[src/rtl/rho_rotate_pkg.sv]
// Shared constants for the slice-organised permutation datapath: geometry,
// FSM encoding and the per-lane rho rotation offsets.
package rho_rotate_pkg;

  localparam int W      = 25;
  localparam int DEPTH  = 64;
  localparam int ADDR_W = 6;

  typedef logic [0:W-1]        slice_t;
  typedef logic [ADDR_W-1:0]   addr_t;

  typedef enum logic [2:0] {
    S_IDLE,
    S_LOAD,
    S_DRAIN,
    S_WRITE,
    S_DONE
  } state_t;

  // Rotation offset per lane, indexed by lane = x + 5*y
  localparam addr_t RHO_OFF [W] = '{
    6'd0,  6'd1,  6'd62, 6'd28, 6'd27,
    6'd36, 6'd44, 6'd6,  6'd55, 6'd20,
    6'd3,  6'd10, 6'd43, 6'd25, 6'd39,
    6'd41, 6'd45, 6'd15, 6'd21, 6'd8,
    6'd18, 6'd2,  6'd61, 6'd56, 6'd14
  };

  function automatic int lane_idx(input int x, input int y);
    return x + 5 * y;
  endfunction

endpackage

[src/rtl/rho_rotate_slice_sel.sv]
// Combinational rho selector: builds output slice z by picking, for every
// lane, the bit stored at slice (z - offset) mod 64 of the local array.
module rho_slice_sel
  import rho_rotate_pkg::*;
(
  input  slice_t i_slices [DEPTH],
  input  addr_t  i_z,
  output slice_t o_slice
);

  for (genvar gi = 0; gi < W; gi++) begin : g_lane
    addr_t w_src;
    // Modulo-64 wrap comes for free from the 6-bit subtract
    assign w_src       = i_z - RHO_OFF[gi];
    assign o_slice[gi] = i_slices[w_src][gi];
  end

endmodule

[src/rtl/rho_rotate.sv]
// Rho lane-rotate stage: loads 64 slices from the column-parity buffer into a
// local register array, then writes the 64 rotated slices downstream.
module rho_rotate
  import rho_rotate_pkg::*;
(
  input  logic   clk,
  input  logic   rst,
  input  logic   start,
  output logic   ready,
  output logic   busy,
  output logic   rd_en,
  output addr_t  rd_addr,
  input  slice_t rd_data,
  output logic   wr_en,
  output addr_t  wr_addr,
  output slice_t wr_data
);

  state_t r_state;
  state_t w_next;
  addr_t  r_cnt;
  logic   r_vld_p1;
  addr_t  r_addr_p1;
  slice_t r_local [DEPTH];
  slice_t w_rot;

  rho_slice_sel u_sel (
    .i_slices (r_local),
    .i_z      (r_cnt),
    .o_slice  (w_rot)
  );

  // Control registers: state, shared slice counter, read-return tracking
  always_ff @(posedge clk) begin
    if (rst) begin
      r_state   <= S_IDLE;
      r_cnt     <= '0;
      r_vld_p1  <= 1'b0;
      r_addr_p1 <= '0;
    end else begin
      r_state <= w_next;
      if (r_state == S_LOAD || r_state == S_WRITE) begin
        r_cnt <= r_cnt + addr_t'(1);
      end else begin
        r_cnt <= '0;
      end
      // p0 -> p1: read request becomes a data-return one cycle later
      r_vld_p1  <= rd_en;
      r_addr_p1 <= rd_addr;
    end
  end

  // Local slice store; capture returned read data (not cleared by reset)
  always_ff @(posedge clk) begin
    if (r_vld_p1) begin
      r_local[r_addr_p1] <= rd_data;
    end
  end

  // Next-state and output decode from the registered state and counter
  always_comb begin
    w_next  = r_state;
    ready   = 1'b0;
    busy    = 1'b0;
    rd_en   = 1'b0;
    rd_addr = '0;
    wr_en   = 1'b0;
    wr_addr = '0;
    wr_data = '0;
    unique case (r_state)
      S_IDLE: begin
        if (start) w_next = S_LOAD;
      end
      S_LOAD: begin
        busy    = 1'b1;
        rd_en   = 1'b1;
        rd_addr = r_cnt;
        if (r_cnt == addr_t'(DEPTH - 1)) w_next = S_DRAIN;
      end
      S_DRAIN: begin
        busy   = 1'b1;
        w_next = S_WRITE;
      end
      S_WRITE: begin
        busy    = 1'b1;
        wr_en   = 1'b1;
        wr_addr = r_cnt;
        wr_data = w_rot;
        if (r_cnt == addr_t'(DEPTH - 1)) w_next = S_DONE;
      end
      S_DONE: begin
        busy   = 1'b1;
        ready  = 1'b1;
        w_next = S_IDLE;
      end
      default: w_next = S_IDLE;
    endcase
  end

endmodule

[config.mk]
export PLATFORM = sky130hd
export DESIGN_NAME = rho_rotate
export DESIGN_NICKNAME = d
export VERILOG_FILES = /design/src/rtl/rho_rotate_pkg.sv /design/src/rtl/rho_rotate_slice_sel.sv /design/src/rtl/rho_rotate.sv
export SDC_FILE = /design/constraint.sdc
export NUM_CORES = 2
export LEC_CHECK = 0
export CAP_MARGIN = 10
export CORE_MARGIN = 2
export CORE_UTILIZATION = 50
export CTS_CLUSTER_SIZE = 25
export DETAILED_ROUTE_END_ITERATION = 8
export PLACE_DENSITY = 0.68
export SYNTH_ARGS = -nofsm -noshare
export SYNTH_HDL_FRONTEND = slang
export SYNTH_SLANG_ARGS = --single-unit
[constraint.sdc]
create_clock -name clk -period 4.4 [get_ports clk]
set_input_delay 0.44 -clock clk [delete_from_list [all_inputs] [get_ports clk]]
set_output_delay 0.44 -clock clk [all_outputs]
set_load 0.005 [all_outputs]
Word level (Yosys, flattened, before mapping)
Cells that the tools add are included.
- register bits: 1616
- bits of input ports: 28
- output and inout port bits: 41
- logic and storage cells: 250
- add/subtract/negate cells: 25
- order comparisons: 27
- equal/unequal tests: 8
- muxes and demuxes: 89
- bitwise gates (word level): 27
- reductions and logical operators: 6
- operators by type and width (kind ; number):
    25-bit binary-select mux with 6-bit select ; 25
    1600-bit bitwise mux ; 1
    7-bit >= comparator (second input constant) ; 26
    6-bit NOT with 7-bit output ; 26
    25-bit demux with 6-bit select ; 1
    25-bit two-way mux ; 4
    6-bit subtractor (second input constant) ; 10
    24-bit two-way mux ; 2
    23-bit two-way mux ; 2
    22-bit two-way mux ; 2
    21-bit two-way mux ; 2
    20-bit two-way mux ; 2
    19-bit two-way mux ; 2
    18-bit two-way mux ; 2
    6-bit by 5-bit subtractor with 6-bit output (second input constant) ; 6
    17-bit two-way mux ; 2
    16-bit two-way mux ; 2
    15-bit two-way mux ; 2
    14-bit two-way mux ; 2
    13-bit two-way mux ; 2
    12-bit two-way mux ; 2
    6-bit two-way mux ; 4
    6-bit by 4-bit subtractor with 6-bit output (second input constant) ; 4
    11-bit two-way mux ; 2
    other kinds (28) ; 47

Logic depth before layout (Yosys ltp)
- depth after elaboration: 6
- depth in mapped cells: 15

Cells and area by module
Synthesis repeated with hierarchy kept, for this count alone.
- cell total of the unflattened synthesis: 2751
- area total of the unflattened synthesis: 63069.2 um^2
- modules (own cells, without submodules) (module ; times used ; cells an instance ; area each (um^2) ; seq. area each (um^2)):
    rho_rotate ; 1 ; 1795 ; 49281.0 ; 48366.4
    rho_slice_sel ; 1 ; 956 ; 13788.2 ; 0.0

Worst setup path before layout
No wires, ideal clock.
- path kind: register to output
- start point: register r_cnt[1]
- end point: output port wr_data[17]
- arrival: 3.726 ns
- data required time: 3.960 ns
- slack: 0.234 ns
- cell stages (with the launch flop): 13
- buffers on the path: 6
- cells stage by stage: dfxtp_1 buf_2 buf_1 clkbuf_1 inv_2 ha_1 buf_2 clkbuf_1 clkbuf_1 mux4_2 mux4_2 mux2i_1 a21boi_0
- word-level cells in the longest chain between the ends: 6
- ends and longest elaborated chain (item ; RTL line ; text):
    from (decl) ; rho_rotate.sv:21 ; addr_t r_cnt;
    from (signal assigned) ; rho_rotate.sv:43 ; r_cnt <= r_cnt + addr_t'(1);
    6-bit by 3-bit subtractor with 6-bit output ; rho_rotate_slice_sel.sv:14 ; assign w_src = i_z - RHO_OFF[gi];
    6-bit NOT with 7-bit output (not written as such) ; rho_rotate_slice_sel.sv:15 ; assign o_slice[gi] = i_slices[w_src][gi];
    25-bit binary-select mux with 6-bit select ; rho_rotate_slice_sel.sv:15 ;
    18-bit two-way mux (not written as such) (2 in series) ; rho_rotate_slice_sel.sv:15 ;
    25-bit two-way mux ; rho_rotate.sv:70 ; unique case (r_state)
    to (decl) ; rho_rotate.sv:16 ; output slice_t wr_data
Every way passes these cells. The select of a mux whose other input is x is not followed.

Worst setup path after layout
- start point: register r_cnt[0]
- end point: output port wr_data[23]
- word-level cells in the longest chain between the ends: 6
- ends and longest elaborated chain (item ; RTL line):
    6-bit by 1-bit subtractor with 6-bit output ; rho_rotate_slice_sel.sv:14
    6-bit NOT with 7-bit output (not written as such) ; rho_rotate_slice_sel.sv:15
    25-bit binary-select mux with 6-bit select ; rho_rotate_slice_sel.sv:15
    24-bit two-way mux (not written as such) (2 in series) ; rho_rotate_slice_sel.sv:15
    25-bit two-way mux ; rho_rotate.sv:70
Every way passes these cells. The select of a mux whose other input is x is not followed.

==> out/results.txt <==
Worst slew pin tran: 1.23 ns
Seq/Total Area, Yosys: 76.9%
Switching Fraction: 20.3%
GRT Resource Usage Total: 28.5%
LEAKAGE: 0.0225 uW
Critical Path Sink Type: output pin
Post-synth EDFFs: 1600
# hold bufs at CTS: 0
Yosys top cell by area: edfxtp_1
Area grow syn2layout: 16.7%
Setup WS pre-CTS: 0.331 ns
Die footprint: 0.129 mm^2
Global-route wire length before repair: 248000 um
CP required: 3.96 ns
Number of DRC markers in iteration 0: 5257
Share of the synthesized area in the top cell type: 76.4%
Clock Latency Late Sink: 0.77 ns
Vias: 31.6k
Largest fanout on the critical path: 12
Syn_nets: 2706
Cells after Synth: 2659
Antenna-violating nets left: 0
Ys async rst share: 0%
Largest net degree at the start of global routing: 73
Clock power frac: 43.3%
P_int: 25500 uW
Final hold violations: 0
DRT Wirelength: 181000 um
Placeable Area: 0.125 mm^2
Critical Path AT: 3.95 ns
Input/output buffers: 68
Synth unique cells: 55
GP Congestion: 0.907
# IOs: 69
Tcrit/Tclk final: 99.7%
Syn Std Cell Area: 0.0629 mm^2
Post-DP HPWL: 101000 um
Num CTS Buffers: 160
Count leader, synth: edfxtp_1
CTS tree: yes
Pre-antenna DRT Iters: 8
FF+latch count, synth: 1616
Top cells by area, synth: edfxtp_1 76%, mux4_2 17%, mux2i_1 1.2%
Flop pwr share: 52.9%
Initial antenna violation count: 6
Reg-to-reg endpoint: r_local[1064]
F_max: 228 MHz
Comb power frac: 3.8%
Final Skew: 0.0321 ns
Crit path from: r_cnt[0]
Reg-to-reg startpoint: r_vld_p1
Pwr dens: 436 mW/mm^2
Layout cells sized above 1: 34.2%
Startpoint Class: flop
Num Clock Sinks: 1616
MaxCap Viol Count: 0
Vias in the first global route: 31.2k
RSZ-0062 raised after global routing: true
WL/cell: 38.0 um
# rows: 130
Chip width: 359 um
Hold crit path type: input pin to flop
DRC: 0
Slew Limit Fails: 0
Ys Warns: 0
Main flop type after synthesis: edfxtp_1
Reg2Reg Depth: 4
Setup TNS: 0 ns
Syn_area_per_cell: 23.6 um^2
H-tree depth: 4
VDD IR max: 0.376 mV
Die Height: 359 um
Slew HR: 17.6%
Worst setup path endpoint: wr_data[23]
Switching Power: 6510 uW
Vias per cell: 6.64
Initial Util: 50.2%
Flop2flop setup slack: 1.20 ns
Setup ws final: 0.0122 ns
Clock root cell: clkbuf_16
Tmin final: 4.39 ns
Crit Path Class: flop to output pin
Count of final setup violators: 0
Clk slew on worst S/H paths: 0.06 ns
Clk buf depth: 3
Status: completed
Final Net Count: 3020
Min Hold Slack: 0.267 ns
Commonest cells in the netlist: 1600 x edfxtp_1, 479 x mux4_2, 87 x nor2_1
GR Overflow Total: 0
==> cell families after synthesis <==
| family | after synthesis | synth area share, % |
|---|---|---|
| muxes | 562 | 18.5 |
| AOI/OAI and AO/OA | 82 | 0.879 |
| and+or+nand+nor | 193 | 1.39 |
| DFF | 1616 | 76.9 |
| xor gates and xnor gates | 52 | 0.790 |
| adders and majority gates | 19 | 0.378 |
| buffers and inverters | 135 | 1.15 |
==> layout make-up <==
cell class              instances  area (um^2)
fillers                      8664        51900
clock buffers                 197         4270
diodes                          1         2.50
clock inverters               103         1060
flip-flops and latches       1616        48400
repair buffers                277         3050
multi-input cells             908        14500
inverters                      10         40.0
well taps                    1650         2060
==> placed cells by master, fill, tap and decap left out, types with 11 or more instances in the layout <==
| master | instances |
|---|---|
| edfxtp_1 | 1600 |
| mux4_2 | 479 |
| clkbuf_16 | 168 |
| buf_4 | 146 |
| mux2i_1 | 74 |
| nor2_4 | 61 |
| clkdlybuf4s50_1 | 43 |
| nand2_1 | 39 |
| clkinv_1 | 37 |
| clkbuf_1 | 31 |
| nor2_1 | 26 |
| clkinv_2 | 25 |
| buf_12 | 25 |
| buf_2 | 24 |
| xnor2_1 | 22 |
| a21oi_1 | 18 |
| bufinv_16 | 18 |
| xor2_1 | 17 |
| a211oi_1 | 13 |
| ha_1 | 13 |
| nand3_1 | 12 |
| nor2b_1 | 12 |
| buf_16 | 12 |
| bufbuf_16 | 11 |
==> layer usage <==
metal / share of wire (%) / track usage (%)
met5: 0.015 / 0
met3: 12 / 7.13
met1: 36 / 39.0
met2: 47 / 44.3
met4: 4.5 / 11.6
==> flip-flops by register name, summed over array words and instances, names as in the netlist <==
signal	flops
r_cnt	6
r_local	1600
r_addr_p1	6
r_state	3
r_vld_p1	1
==> worst min path at each step <==
stage / startpoint / end / depth (start not counted)
after global placement: r_state[2] / r_state[1] / 1
after floorplan: r_state[2] / r_state[1] / 1
after detailed placement: r_state[2] / r_state[1] / 1
after global routing: rst / r_state[1] / 2
after CTS: rst / r_state[1] / 2
final: rst / r_state[1] / 2
==> metrics by stage <==
| stage | area, um^2 | util [%] | instances | power (uW) |
|---|---|---|---|---|
| after floorplan | 62900 | - | 2659 | 17900 |
| after global placement | 66900 | 53.4 | 4406 | 18300 |
| after detailed placement | 66900 | 53.4 | 4407 | 18300 |
| after CTS | 73100 | 58.4 | 4750 | 32100 |
| after global routing | 73400 | 58.6 | 4762 | 32700 |
| final | 73400 | 58.6 | 4762 | 32000 |
==> power by group through the flow <==
stage / registers [uW] / logic (uW) / clock network, uW
global route: 16900 / 1300 / 14500
finish: 16900 / 1230 / 13800
CTS: 16900 / 1210 / 13900
global placement: 17300 / 1050 / 0
floorplan: 17300 / 674 / 0
detailed placement: 17300 / 1090 / 0
==> timing repair <==
item / 4_1_cts / 5_1_grt
setup buffers: 30 / 9
setup endpoints to repair: 25 / 16
pin swaps: 4 / 1
gates resized for setup: 51 / 25
cloned: 13 / 2
==> critical path, stage by stage (launching register included) <==
cell,delay [ns]
dfxtp_4,0.38
inv_1,0.13
ha_4,0.32
buf_12,0.15
buf_16,0.15
mux4_2,0.31
mux4_2,0.50
nor2b_1,0.18
a211oi_2,0.24
a211oi_1,0.11
buf_4,0.24
clkdlybuf4s50_1,0.46
Note: power is estimated with default switching activity, not from simulation.
